<file path="src/rtl/multicycle_control_unit_pkg.sv">
// Shared encodings for the multicycle control unit: FSM states, opcode classes,
// trap causes and the datapath steering bundle.
package multicycle_control_unit_pkg;

  typedef enum logic [2:0] {
    ST_FETCH  = 3'd0,
    ST_DECODE = 3'd1,
    ST_EXEC   = 3'd2,
    ST_MEM    = 3'd3,
    ST_WB     = 3'd4,
    ST_TRAP   = 3'd5
  } state_t;

  // Opcode classes as seen in ir[6:2] (ir[1:0] must be 2'b11)
  localparam logic [4:0] OPC_LOAD   = 5'b00000;
  localparam logic [4:0] OPC_OPIMM  = 5'b00100;
  localparam logic [4:0] OPC_AUIPC  = 5'b00101;
  localparam logic [4:0] OPC_STORE  = 5'b01000;
  localparam logic [4:0] OPC_OP     = 5'b01100;
  localparam logic [4:0] OPC_LUI    = 5'b01101;
  localparam logic [4:0] OPC_BRANCH = 5'b11000;
  localparam logic [4:0] OPC_JALR   = 5'b11001;
  localparam logic [4:0] OPC_JAL    = 5'b11011;

  localparam logic [1:0] CAUSE_NONE    = 2'b00;
  localparam logic [1:0] CAUSE_ILLEGAL = 2'b01;
  localparam logic [1:0] CAUSE_TIMEOUT = 2'b10;

  typedef struct packed {
    logic       branch;
    logic       alu_src_a;
    logic       alu_src_b;
    logic       conc_en;
    logic       jal;
    logic       jalr;
    logic [1:0] mem_to_reg;
    logic [1:0] alu_op;
  } steer_t;

  localparam steer_t STEER_NONE = '0;

endpackage

</file>
<file path="src/rtl/multicycle_control_unit_ctrl_decode.sv">
// Combinational opcode decode: maps ir[6:0] to the steering bundle, class
// flags used by the FSM, and an illegal-instruction flag.
module ctrl_decode
  import multicycle_control_unit_pkg::*;
(
  input  logic [6:0] opcode,
  output steer_t     steer,
  output logic       is_load,
  output logic       is_store,
  output logic       is_branch,
  output logic       illegal
);

  always_comb begin
    steer     = STEER_NONE;
    is_load   = 1'b0;
    is_store  = 1'b0;
    is_branch = 1'b0;
    illegal   = 1'b0;
    if (opcode[1:0] != 2'b11) begin
      illegal = 1'b1;
    end else begin
      case (opcode[6:2])
        OPC_OP: begin
          steer.alu_op = 2'b10;
        end
        OPC_OPIMM: begin
          steer.alu_op    = 2'b10;
          steer.alu_src_a = 1'b1;
        end
        OPC_LOAD: begin
          is_load          = 1'b1;
          steer.mem_to_reg = 2'b01;
          steer.alu_src_a  = 1'b1;
        end
        OPC_STORE: begin
          is_store        = 1'b1;
          steer.alu_src_a = 1'b1;
        end
        OPC_BRANCH: begin
          is_branch    = 1'b1;
          steer.branch = 1'b1;
          steer.alu_op = 2'b01;
        end
        OPC_AUIPC: begin
          steer.alu_src_a = 1'b1;
          steer.alu_src_b = 1'b1;
          steer.conc_en   = 1'b1;
        end
        OPC_JAL: begin
          steer.mem_to_reg = 2'b10;
          steer.alu_src_a  = 1'b1;
          steer.jal        = 1'b1;
        end
        OPC_JALR: begin
          steer.mem_to_reg = 2'b10;
          steer.alu_src_a  = 1'b1;
          steer.jalr       = 1'b1;
        end
        OPC_LUI: begin
          steer.mem_to_reg = 2'b11;
          steer.alu_op     = 2'b11;
          steer.alu_src_a  = 1'b1;
          steer.conc_en    = 1'b1;
        end
        default: illegal = 1'b1;
      endcase
    end
  end

endmodule

</file>
<file path="src/rtl/multicycle_control_unit.sv">
// Multicycle control FSM (FETCH/DECODE/EXEC/MEM/WB/TRAP) with instruction
// register, bus-wait timeout, sticky trap and retired-instruction counter.
module multicycle_control_unit
  import multicycle_control_unit_pkg::*;
#(
  parameter int XLEN        = 32,
  parameter int CNT_W       = 32,
  parameter int MEM_TIMEOUT = 16
) (
  input  logic             clk,
  input  logic             rst_n,
  input  logic [XLEN-1:0]  instr,
  input  logic             mem_ack,
  output logic             mem_req,
  output logic             MemRead,
  output logic             MemWrite,
  output logic             RegWrite,
  output logic             pc_write,
  output logic             ir_write,
  output logic             Branch,
  output logic             ALUSrcA,
  output logic             ALUSrcB,
  output logic             ConcEn,
  output logic             Jal,
  output logic             Jalr,
  output logic [1:0]       MemtoReg,
  output logic [1:0]       ALUOp,
  output logic [XLEN-1:0]  ir,
  output logic             trap,
  output logic [1:0]       trap_cause,
  output logic [CNT_W-1:0] instret
);

  localparam int WAIT_W = $clog2(MEM_TIMEOUT + 1);
  localparam logic [WAIT_W-1:0] WAIT_LAST = WAIT_W'(MEM_TIMEOUT - 1);

  state_t            state_q, state_d;
  logic [XLEN-1:0]   ir_q;
  logic [CNT_W-1:0]  instret_q;
  logic [WAIT_W-1:0] wait_q, wait_d;
  logic [1:0]        cause_q, cause_d;
  logic              run_q;
  logic              req, expire, ld_ir, retire, steer_en;

  steer_t steer;
  logic   is_load, is_store, is_branch, illegal;

  ctrl_decode u_decode (
    .opcode    (ir_q[6:0]),
    .steer     (steer),
    .is_load   (is_load),
    .is_store  (is_store),
    .is_branch (is_branch),
    .illegal   (illegal)
  );

  // run_q keeps mem_req low from reset assertion until the first clock edge after release
  assign req    = run_q && (state_q == ST_FETCH || state_q == ST_MEM);
  assign expire = req && !mem_ack && (wait_q == WAIT_LAST);

  always_ff @(posedge clk or negedge rst_n) begin
    if (!rst_n) begin
      state_q   <= ST_FETCH;
      run_q     <= 1'b0;
      ir_q      <= '0;
      instret_q <= '0;
      wait_q    <= '0;
      cause_q   <= CAUSE_NONE;
    end else begin
      state_q <= state_d;
      run_q   <= 1'b1;
      wait_q  <= wait_d;
      cause_q <= cause_d;
      if (ld_ir)  ir_q      <= instr;
      if (retire) instret_q <= instret_q + CNT_W'(1);
    end
  end

  always_comb begin
    state_d = state_q;
    cause_d = cause_q;
    ld_ir   = 1'b0;
    retire  = 1'b0;
    case (state_q)
      ST_FETCH: begin
        if (req && mem_ack) begin
          ld_ir   = 1'b1;
          state_d = ST_DECODE;
        end else if (expire) begin
          state_d = ST_TRAP;
          cause_d = CAUSE_TIMEOUT;
        end
      end
      ST_DECODE: begin
        if (illegal) begin
          state_d = ST_TRAP;
          cause_d = CAUSE_ILLEGAL;
        end else begin
          state_d = ST_EXEC;
        end
      end
      ST_EXEC: begin
        if (is_load || is_store) begin
          state_d = ST_MEM;
        end else if (is_branch) begin
          retire  = 1'b1;
          state_d = ST_FETCH;
        end else begin
          state_d = ST_WB;
        end
      end
      ST_MEM: begin
        if (mem_ack) begin
          if (is_load) begin
            state_d = ST_WB;
          end else begin
            retire  = 1'b1;
            state_d = ST_FETCH;
          end
        end else if (expire) begin
          state_d = ST_TRAP;
          cause_d = CAUSE_TIMEOUT;
        end
      end
      ST_WB: begin
        retire  = 1'b1;
        state_d = ST_FETCH;
      end
      default: state_d = ST_TRAP;
    endcase
  end

  // Wait counter restarts on each entry to a requesting state; an ack on the
  // expiry cycle wins because expire requires !mem_ack.
  always_comb begin
    wait_d = wait_q;
    if (state_d != state_q && (state_d == ST_FETCH || state_d == ST_MEM)) begin
      wait_d = '0;
    end else if (req && !mem_ack) begin
      wait_d = wait_q + WAIT_W'(1);
    end
  end

  always_comb begin
    steer_en = (state_q == ST_DECODE) || (state_q == ST_EXEC) ||
               (state_q == ST_MEM)    || (state_q == ST_WB);
    mem_req  = req;
    MemRead  = (req && state_q == ST_FETCH) || (state_q == ST_MEM && is_load);
    MemWrite = (state_q == ST_MEM) && is_store;
    ir_write = req && (state_q == ST_FETCH) && mem_ack;
    RegWrite = (state_q == ST_WB);
    pc_write = (state_q == ST_WB) || (state_q == ST_EXEC && is_branch);
    Branch   = 1'b0;
    ALUSrcA  = 1'b0;
    ALUSrcB  = 1'b0;
    ConcEn   = 1'b0;
    Jal      = 1'b0;
    Jalr     = 1'b0;
    MemtoReg = 2'b00;
    ALUOp    = 2'b00;
    if (steer_en) begin
      Branch   = steer.branch;
      ALUSrcA  = steer.alu_src_a;
      ALUSrcB  = steer.alu_src_b;
      ConcEn   = steer.conc_en;
      Jal      = steer.jal;
      Jalr     = steer.jalr;
      MemtoReg = steer.mem_to_reg;
      ALUOp    = steer.alu_op;
    end
  end

  assign ir         = ir_q;
  assign trap       = (state_q == ST_TRAP);
  assign trap_cause = cause_q;
  assign instret    = instret_q;

endmodule
</file>
<file path="config.mk">
export PLATFORM = sky130hd
export DESIGN_NAME = multicycle_control_unit
export DESIGN_NICKNAME = d
export VERILOG_FILES = /design/src/rtl/multicycle_control_unit_pkg.sv /design/src/rtl/multicycle_control_unit_ctrl_decode.sv /design/src/rtl/multicycle_control_unit.sv
export SDC_FILE = /design/constraint.sdc
export NUM_CORES = 1
export LEC_CHECK = 0
export ABC_AREA = 1
export CELL_PAD_IN_SITES_DETAIL_PLACEMENT = 0
export CELL_PAD_IN_SITES_GLOBAL_PLACEMENT = 1
export CORE_UTILIZATION = 38
export DETAILED_ROUTE_END_ITERATION = 10
export PLACE_DENSITY = 0.95
export RECOVER_POWER = 50
export SETUP_SLACK_MARGIN = 0.15
export SKIP_CTS_REPAIR_TIMING = 1
export SYNTH_ARGS = -nofsm -noshare
export SYNTH_HDL_FRONTEND = slang
export SYNTH_SLANG_ARGS = --single-unit
</file>
<file path="constraint.sdc">
create_clock -name clk -period 6 [get_ports clk]
set_clock_uncertainty 0.15 [all_clocks]
set_input_delay 1.8 -clock clk [delete_from_list [all_inputs] [get_ports clk]]
set_output_delay 1.8 -clock clk [all_outputs]
set_load 0.03 [all_outputs]
</file>
# Yosys cells after proc, flatten, opt, wreduce, memory -nomap -nowiden

Index checks and enable logic that the tools add are counted.

Reductions and logical operators: 30
Eq/ne operators: 20
Muxes and demuxes: 46
Add/subtract/negate cells: 2

Operator list:

| cell                                                 | count |
|---|---|
| adder 32 x 1 -> 32 bit (second input constant)       | 1 |
| two-way mux 1 bit                                    | 25 |
| two-way mux 3 bit                                    | 7 |
| equality test 5 x 4 -> 1 bit (second input constant) | 4 |
| one-hot mux 2 bit (3 select lines)                   | 3 |
| equality test 5 bit (second input constant)          | 3 |
| one-hot mux 3 bit (5 select lines)                   | 1 |
| two-way mux 2 bit                                    | 6 |
| equality test 5 x 3 -> 1 bit (second input constant) | 2 |
| logical AND 1 bit                                    | 10 |
| two-way mux 10 bit                                   | 1 |
| two-way mux 5 bit                                    | 2 |
| equality test 3 x 2 -> 1 bit (second input constant) | 3 |
| OR reduction 9 bit                                   | 1 |
| logical OR 1 bit                                     | 8 |
| != test 2 bit (second input constant)                | 4 |
| OR reduction 7 bit                                   | 1 |
| equality test 3 bit (second input constant)          | 2 |
| zero test 3 bit                                      | 2 |
| OR reduction 2 bit                                   | 3 |
| adder 5 x 1 -> 5 bit (second input constant)         | 1 |
| zero test 5 bit                                      | 1 |
| AND reduction 4 bit                                  | 1 |
| equality test 3 x 1 -> 1 bit (second input constant) | 1 |
| 5 further kinds                                      | 5 |

Logic and storage cells: 104
Output and inout port bits: 83
Bits in registers: 75
Input port bits: 35

# Depth between registers and ports, before layout

Gate-level depths: netlist of the first run.

Word-level depth: 12
Mapped depth: 12
Gate-level depth less buffers: 12

# Hierarchy

A second synthesis of the first run with hierarchy kept.

Cells, all modules: 552
Area, all modules: 4102.7 µm²

Modules (own cells, without submodules):

| module                  | area each (µm²) | times used | cells an instance | seq. area each (µm²) |
|---|---|---|---|---|
| multicycle_control_unit | 3860.0          | 1          | 500               | 1876.8 |
| ctrl_decode             | 242.7           | 1          | 52                | 0.0 |

# Worst setup path after synthesis of the first run

Ideal clock, no wire load.

Path type: input-to-output
Start: in mem_ack
End: out ir_write
Data arrival time: 2.573 ns
Slack: 1.477 ns
Data required time: 4.050 ns
Buffers on the path: 2
Stages: 4
Cells stage by stage: inv_1 -> nor3_2 -> buf_4 -> buf_2

Longest elaborated chain between the ends: 1

Ends and longest elaborated chain:

| item              | RTL line                       | RTL |
|---|---|---|
| from (decl)       | multicycle_control_unit.sv:13  | `input logic mem_ack,` |
| logical AND 1 bit | multicycle_control_unit.sv:150 | `ir_write = req && (state_q == ST_FETCH) && mem_ack;` |
| to (decl)         | multicycle_control_unit.sv:19  | `output logic ir_write,` |

No other way between the ends.

# Worst setup path in the final report of the first run

Ends and elaborated chain as after synthesis.

==> results of run 1 <==
-- critical path, stage by stage --
cell             delay [ns]
dlygate4sd3_1          0.64
inv_1                  0.12
nor3_1                 0.28
clkdlybuf4s50_1        0.76
-- final cells by class --
type,instances,share of cell area [%]
Tap cell,136,3.12
Clock inverter,6,1.61
Clock buffer,9,2.27
Timing Repair Buffer,118,21.5
Sequential cell,75,34.4
Inverter,54,3.72
Multi-Input combinational cell,310,33.4
-- path summary, 6_finish.rpt --
| path | from | to | slack [ns] | cells after the start |
|---|---|---|---|---|
| max | mem_ack | ir_write | 0.44 | 4 |
| min reg2reg | ir[30] | ir[30] | 0.36 | 1 |
| min | ir[30] | ir[30] | 0.36 | 1 |
| max in group asynchronous | rst_n | instret[21] | 2.79 | 1 |
| max reg2reg | state_q[1] | wait_q[1] | 2.82 | 9 |
| min in group asynchronous | rst_n | instret[28] | 1.80 | 1 |
-- routing by layer --
layer | GRT usage (%) | vias to the layer above | share of wire (%)
li1 | - | 1706 | -
met1 | 22.6 | 1666 | 43
met2 | 33.5 | 96 | 50
met5 | 0 | - | 0
met3 | 4.01 | 26 | 4.2
met4 | 9.18 | 0 | 3.1
-- through the flow --
stage	total power, mW	area, sq um	util, %
finish	1.05	5450	53.0
global route	1.09	5450	53.0
CTS	1.06	5520	53.7
detailed placement	0.639	5300	51.6
global placement	0.636	5300	51.6
floorplan	0.577	3990	-
-- cells by family (layout without fill, tap and decap cells) --
group | after synthesis | count (layout) | synth area share (%)
multiplexers | 33 | 33 | 9.49
adder cells (fa/ha/maj) | 3 | 3 | 0.940
AO/OA/AOI/OAI | 35 | 35 | 4.95
flip-flops | 75 | 75 | 47.0
buffers and inverters | 61 | 187 | 6.14
other | 1 | 1 | 0.0939
AND/OR/NAND/NOR | 205 | 205 | 24.2
XOR/XNOR | 33 | 33 | 7.24
-- cell usage after synthesis, types with 4 or more instances --
cell     count  share of area (%)
xor2_1      24                5.3
nand4_1     16                2.5
nor4_1       6               0.94
nor2_2       4               0.63
nand3_1     13                1.6
xnor2_1      9                2.0
inv_1       50                4.7
mux2_2      31                8.7
a21oi_1      7               0.88
nand2_2      4               0.63
nand2_1     92                8.6
nor3_1      11                1.4
nor3_2       4                1.0
inv_2        4               0.38
buf_2        4               0.50
nor2_1      47                4.4
o21ai_0     21                2.6
dfrtp_1     75                 47
-- state kept, by name, summed over array words and instances, names as in the netlist --
name	flops
run_q	1
instret	32
ir	32
state_q	3
wait_q	5
trap_cause	2
-- layout by cell type, fill, tap and decap left out, types with 2 or more instances in the layout --
cell type,netlist,layout
a21oi_1,7,7
bufinv_16,0,2
clkbuf_8,0,9
clkdlybuf4s50_1,0,111
clkinv_2,0,2
dfrtp_1,75,75
dlygate4sd3_1,0,5
ha_1,3,3
inv_1,50,50
inv_2,4,4
inv_6,0,2
mux2_1,0,2
mux2_2,31,31
nand2_1,92,93
nand2_2,4,4
nand3_1,13,15
nand4_1,16,16
nor2_1,47,49
nor2_2,4,2
nor3_1,11,14
nor4_1,6,6
o21ai_0,21,21
xnor2_1,9,9
xor2_1,24,24
-- power groups by stage --
stage / combinational, mW / clock [mW] / sequential (mW)
final: 0.100 / 0.425 / 0.527
after global routing: 0.107 / 0.453 / 0.529
after CTS: 0.103 / 0.434 / 0.527
after detailed placement: 0.102 / 0 / 0.537
after global placement: 0.100 / 0 / 0.536
after floorplan: 0.0177 / 0 / 0.559
==> impl_summary.txt, run 1 <==
----------------------------------------------------
[Synth]
  Mean area per synthesized cell ... 8.95 sq um
  Syn_nets ... 484
  Synthesized flop and latch total ... 75
  Leading register cell type out of synthesis ... dfrtp_1
  Synth unique cells ... 38
  Number of warnings reported in the yosys synthesis log ... 0
  Gate count after technology mapping ... 446
  Number of enable flip-flop cells after synthesis ... 0
  Synthesized cell area ... 3990 sq um
  Fraction of registers with async set or reset after synthesis ... 100%
  Sequential share of the synthesized area ... 47.0%

[Timing]
  Worst setup margin ... 0.442 ns
  Final worst path period need ... 5.56 ns
  Hold WS ... 0.357 ns
  Fin crit share ... 92.6%
  Headroom to the max-slew limit ... -25.5%
  Pin slew with the least headroom to its limit ... 1.88 ns
  Final number of max-transition violations ... 116
  Hold Vio Cnt, Final ... 0
  Final total negative setup slack ... 0 ns
  Final count of negative-setup-slack endpoints ... 0
  F_max ... 0.180 GHz
  RSZ-0062 raised after global routing ... false

[Power]
  Comb pwr share ... 9.5%
  Clock Power Share ... 40.4%
  Peak supply drop ... 135 uV
  Portion of total power attributed to sequential cells ... 50.1%
  Power density over cell area ... 193 nW/um^2
  Leakage dissipation ... 2.41 nW
  Switching power share of the total ... 24.1%
  Switching power ... 0.254 mW
  Internal power ... 0.798 mW

[Layout]
  Total inserted antenna cells ... 0
  Net count of the finished layout ... 606
  Post-route insts no fill ... 708
  Area used by multi-input combinational logic ... 1820 sq um
  Sequential cell area ... 1880 sq um
  Number of filler instances in the final layout ... 972
  Share of layout cells above drive strength 1 ... 11.0%
  Syn-to-layout area delta ... 36.5%

[Worst setup path]
  Startpoint Class ... primary input
  Critical path arrival ... 3.61 ns
  Category of the critical setup timing path ... primary input to output port
  Required time reported for the critical path endpoint ... 4.05 ns
  Largest fanout on the critical path ... 5
  Critical Path End Type ... output port

[Floorplanning]
  I/O pins ... 118
  Core outline area ... 10,300 sq um
  Die outline width ... 105 um
  Std-Cell Rows ... 37
  Die area ... 10,900 sq um
  Die Span Y ... 105 um
  Initial cell density of the core ... 38.9%

[Placement]
  Estimated wirelength of the detail-placed design ... 7530 um
  Final RePlAce weighted congestion ... 0.897
  Port Buf Inserts ... 117
  Placed Cells ... 693
  Post-Place Worst Slack ... 0.596 ns

[Drt]
  DRT iter0 DRCs ... 154
  DRC violation count after routing ... 0
  Remaining number of nets flagged by the antenna check after routing ... 0
  Vias post-DR ... 3,494
  WL final ... 9990 um
  Routed via count divided by cell count ... 4.94
  Average wire length per cell after detail routing ... 14.1 um
  Pre-antenna DRT Iters ... 6

[Clock network]
  Insertion delay of the later-clocked pin in the worst-skew pair ... 0.36 ns
  TritonCTS Sinks ... 75
  Clock Root Buffer ... clkbuf_8
  Number of buffers on the longest clock path ... 2
  Cts bufs inserted ... 9
  Post-CTS clock slew at the launch and capture registers of the worst setup and hold paths ... 0.07 ns
  Number of H-tree branching levels ... 3
  CTS tree ... yes

[Global routing]
  Tot GR Track Use ... 19.3%
  Number of global-route vias before repair ... 3,573
  GR Overflow Total ... 0
  Wire length of the first global-routing pass ... 16,800 um
  Initial antenna violation count ... 0
  Largest net degree at the start of global routing ... 76

[Hold path]
  Min-Delay Path Class ... flip-flop to flip-flop

[Job]
  MaxCap Viol Count ... 2

[Status]
  Violated checks ... capacitance limit, slew limit
  Result of the run ... finished, violations left

----------------------------------------------------
No activity file was read; power rests on OpenSTA's default activity.
==> run 2, diff against run 1 <==
--- a/config.mk
+++ b/config.mk
@@ -6,9 +6,7 @@
 export NUM_CORES = 1
 export LEC_CHECK = 0
 export ABC_AREA = 1
-export CELL_PAD_IN_SITES_DETAIL_PLACEMENT = 0
-export CELL_PAD_IN_SITES_GLOBAL_PLACEMENT = 1
-export CORE_UTILIZATION = 38
+export CORE_UTILIZATION = 51
 export DETAILED_ROUTE_END_ITERATION = 10
 export PLACE_DENSITY = 0.95
 export RECOVER_POWER = 50
==> run 2 against run 1 <==
Against the previous run: largest cell class unchanged; critical endpoint unchanged; design area shrank 0.16%; die area shrank 25%; via count grew 4.4%; global-route usage grew 8.9 points; clock power grew 8.7%; highest routed layer unchanged; non-clock buffer count grew 1; the run still ends with capacitance limit, slew limit left; sequential power is essentially flat; sequential share of layout area grew 0.055 points; cell count shrank 4.9%.
==> impl_summary.txt, run 2 (synthesis gave the netlist of run 1 again) <==
----------------------------------------------------
[Worst setup path]
  Startpoint Class ... primary input
  Critical path arrival ... 3.57 ns (-0.04 ns)
  Largest stage delay, worst path ... 0.74 ns (-0.02 ns)
  Category of the critical setup timing path ... primary input to output port
  Critical Path End Type ... output port
  Launch point of the worst path ... mem_ack
  Required time reported for the critical path endpoint ... 4.05 ns (about the same)
  Cell family contributing the most delay on the critical path ... buffers and inverters
  Critical path's slowest cell ... clkdlybuf4s50_1
  Largest fanout on the critical path ... 5 (unchanged)
  CP Cell Sequence ... dlygate4sd3_1 -> inv_1 -> nor3_1 -> clkdlybuf4s50_1
  WP buf/inv ... 3 (unchanged)
  Critical R2R Launch ... state_q[1]

[Power]
  Portion of total power attributed to sequential cells ... 48.4% (-1.7 points)
  Power density over cell area ... 201 nW/um^2 (+3.9%)
  Final total power ... 1.09 mW (+3.7%)
  Switching power ... 0.267 mW (+5.4%)
  Clock Power Share ... 42.3% (+1.9 points)
  Peak supply drop ... 187 uV (+39%)
  Leakage dissipation ... 2.42 nW (about the same)
  Internal power ... 0.824 mW (+3.2%)
  Switching power share of the total ... 24.5% (+0.39 points)
  Comb pwr share ... 9.3% (-0.2 points)

[Hold path]
  Min-Delay Path Class ... flip-flop to flip-flop
  Worst Hold Launch ... trap_cause[1]

[Drt]
  WL final ... 11,000 um (+9.9%)
  DRT iter0 DRCs ... 329 (+110%)
  Remaining number of nets flagged by the antenna check after routing ... 0 (unchanged)
  Pre-antenna DRT Iters ... 5 (-1)
  DRC violation count after routing ... 0 (unchanged)
  Routed via count divided by cell count ... 5.42 (+9.9%)
  Vias post-DR ... 3,649 (+4.4%)
  Average wire length per cell after detail routing ... 16.3 um (+16%)

[Clock network]
  Insertion delay of the later-clocked pin in the worst-skew pair ... 0.36 ns (about the same)
  Post-CTS clock slew at the launch and capture registers of the worst setup and hold paths ... 0.09 ns (+0.02 ns)
  Number of buffers on the longest clock path ... 2 (unchanged)
  Cts bufs inserted ... 9 (unchanged)
  TritonCTS Sinks ... 75 (unchanged)
  Clock Root Buffer ... clkbuf_8
  CTS tree ... yes
  Number of H-tree branching levels ... 3 (unchanged)

[Status]
  Result of the run ... finished, violations left
  Violated checks ... capacitance limit, slew limit

[Timing]
  Final number of max-transition violations ... 71 (-39%)
  Final count of negative-setup-slack endpoints ... 0 (unchanged)
  Final worst path period need ... 5.52 ns (-0.0399 ns)
  RSZ-0062 raised after global routing ... false
  Fin crit share ... 92.0% (-0.66 points)
  F_max ... 0.181 GHz (+0.72%)
  Headroom to the max-slew limit ... -26.7% (-1.2 points)
  Hold Vio Cnt, Final ... 0 (unchanged)
  Final total negative setup slack ... 0 ns (unchanged)
  Pin slew with the least headroom to its limit ... 1.90 ns (+0.0181 ns)

[Layout]
  Post-route insts no fill ... 673 (-4.9%)
  Commonest cells after routing, fill and taps aside ... clkdlybuf4s50_1, nand2_1, dfrtp_1
  Number of filler instances in the final layout ... 511 (-47%)
  Leading cell type in the layout, fill and taps excluded ... clkdlybuf4s50_1
  Total inserted antenna cells ... 0 (unchanged)
  Net count of the finished layout ... 607 (+0.17%)
  Share of layout cells above drive strength 1 ... 11.5% (+0.48 points)
  Syn-to-layout area delta ... 36.2%

[Floorplanning]
  I/O pins ... 118 (unchanged)
  Die Span Y ... 90.5 um (-13%)
  Die outline width ... 90.5 um (-13%)
  Die area ... 8190 sq um (-25%)
  Core outline area ... 7410 sq um (-28%)
  Std-Cell Rows ... 31 (-16%)
  Initial cell density of the core ... 53.9% (+15 points)

[Placement]
  Port Buf Inserts ... 117 (unchanged)
  Placed Cells ... 657 (-5.2%)
  Estimated wirelength of the detail-placed design ... 7840 um (+4.2%)
  Final RePlAce weighted congestion ... 0.886 (-1.2%)

[Global routing]
  Number of global-route vias before repair ... 3,713 (+3.9%)
  Largest net degree at the start of global routing ... 47 (-38%)
  Wire length of the first global-routing pass ... 18,100 um (+7.7%)
  GR Overflow Total ... 0 (unchanged)
  Tot GR Track Use ... 28.2% (+8.9 points)
  Initial antenna violation count ... 0 (unchanged)

[Job]
  MaxCap Viol Count ... 2 (unchanged)

----------------------------------------------------
run 2: cell types whose count changed in the layout (fill, tap and decap cells not counted), sizes merged:
cell / delta
clkinvlp: +2
clkinv: -2
clkdlybuf4s50: +1
clkbuf: +2
buf: +1
inv: -1
dlygate4sd3: -1
run 2: power groups by stage:
stage | sequential (mW) | clock [mW] | combinational, mW
3_3_place_gp | 0.536 | 0 | 0.0994
2_1_floorplan | 0.559 | 0 | 0.0177
5_1_grt | 0.529 | 0.489 | 0.108
6_report | 0.528 | 0.462 | 0.102
4_1_cts | 0.527 | 0.464 | 0.103
3_5_place_dp | 0.537 | 0 | 0.102
run 2: path summary, 6_finish.rpt:
check                           endpoint  slack [ns]  depth (start not counted)
hold / removal             trap_cause[1]        0.35                          1
setup / recovery                ir_write        0.48                          4
hold reg to reg            trap_cause[1]        0.35                          1
min in group asynchronous         ir[19]        1.70                          1
max in group asynchronous          ir[8]        2.61                          2
setup reg to reg               wait_q[1]        2.80                          9
run 2: layout make-up:
cell class / instances / area, sq um / share of cell area, %
Inverter: 54 / 203 / 3.72
Sequential cell: 75 / 1880 / 34.5
Timing Repair Buffer: 119 / 1180 / 21.6
Clock buffer: 11 / 151 / 2.78
Clock inverter: 5 / 83.8 / 1.54
Multi-Input combinational cell: 310 / 1830 / 33.6
Tap cell: 99 / 124 / 2.28
run 2: layer usage:
| layer | vias to the layer above | global-route usage, % | share of wire, % |
|---|---|---|---|
| li1 | 1703 | - | - |
| met1 | 1739 | 32.7 | 39 |
| met2 | 164 | 48.9 | 51 |
| met3 | 43 | 6.73 | 6.0 |
| met4 | 0 | 13.6 | 4.0 |
| met5 | - | 0 | 0 |
run 2: worst reg2reg max path: stages, from the launching register on:
cell	delay (ns)
dfrtp_1	0.45
nor2_1	0.18
nand2_2	0.14
nor3_1	0.21
clkbuf_1	1.40
nor2_2	0.08
nand3_2	0.16
nand2_1	0.07
nand2_2	0.12
a21oi_1	0.10
run 2: stage by stage:
stage | worst slack, ns | util, % | hold slack (ns) | cell area, sq um
after floorplan | 1.48 | - | 0.375 | 3990
after global placement | 0.631 | 71.0 | 0.328 | 5260
after detailed placement | 0.626 | 71.0 | 0.335 | 5260
after CTS | 0.614 | 74.2 | 0.354 | 5500
after global routing | 0.404 | 73.5 | 0.370 | 5440
final | 0.481 | 73.5 | 0.346 | 5440
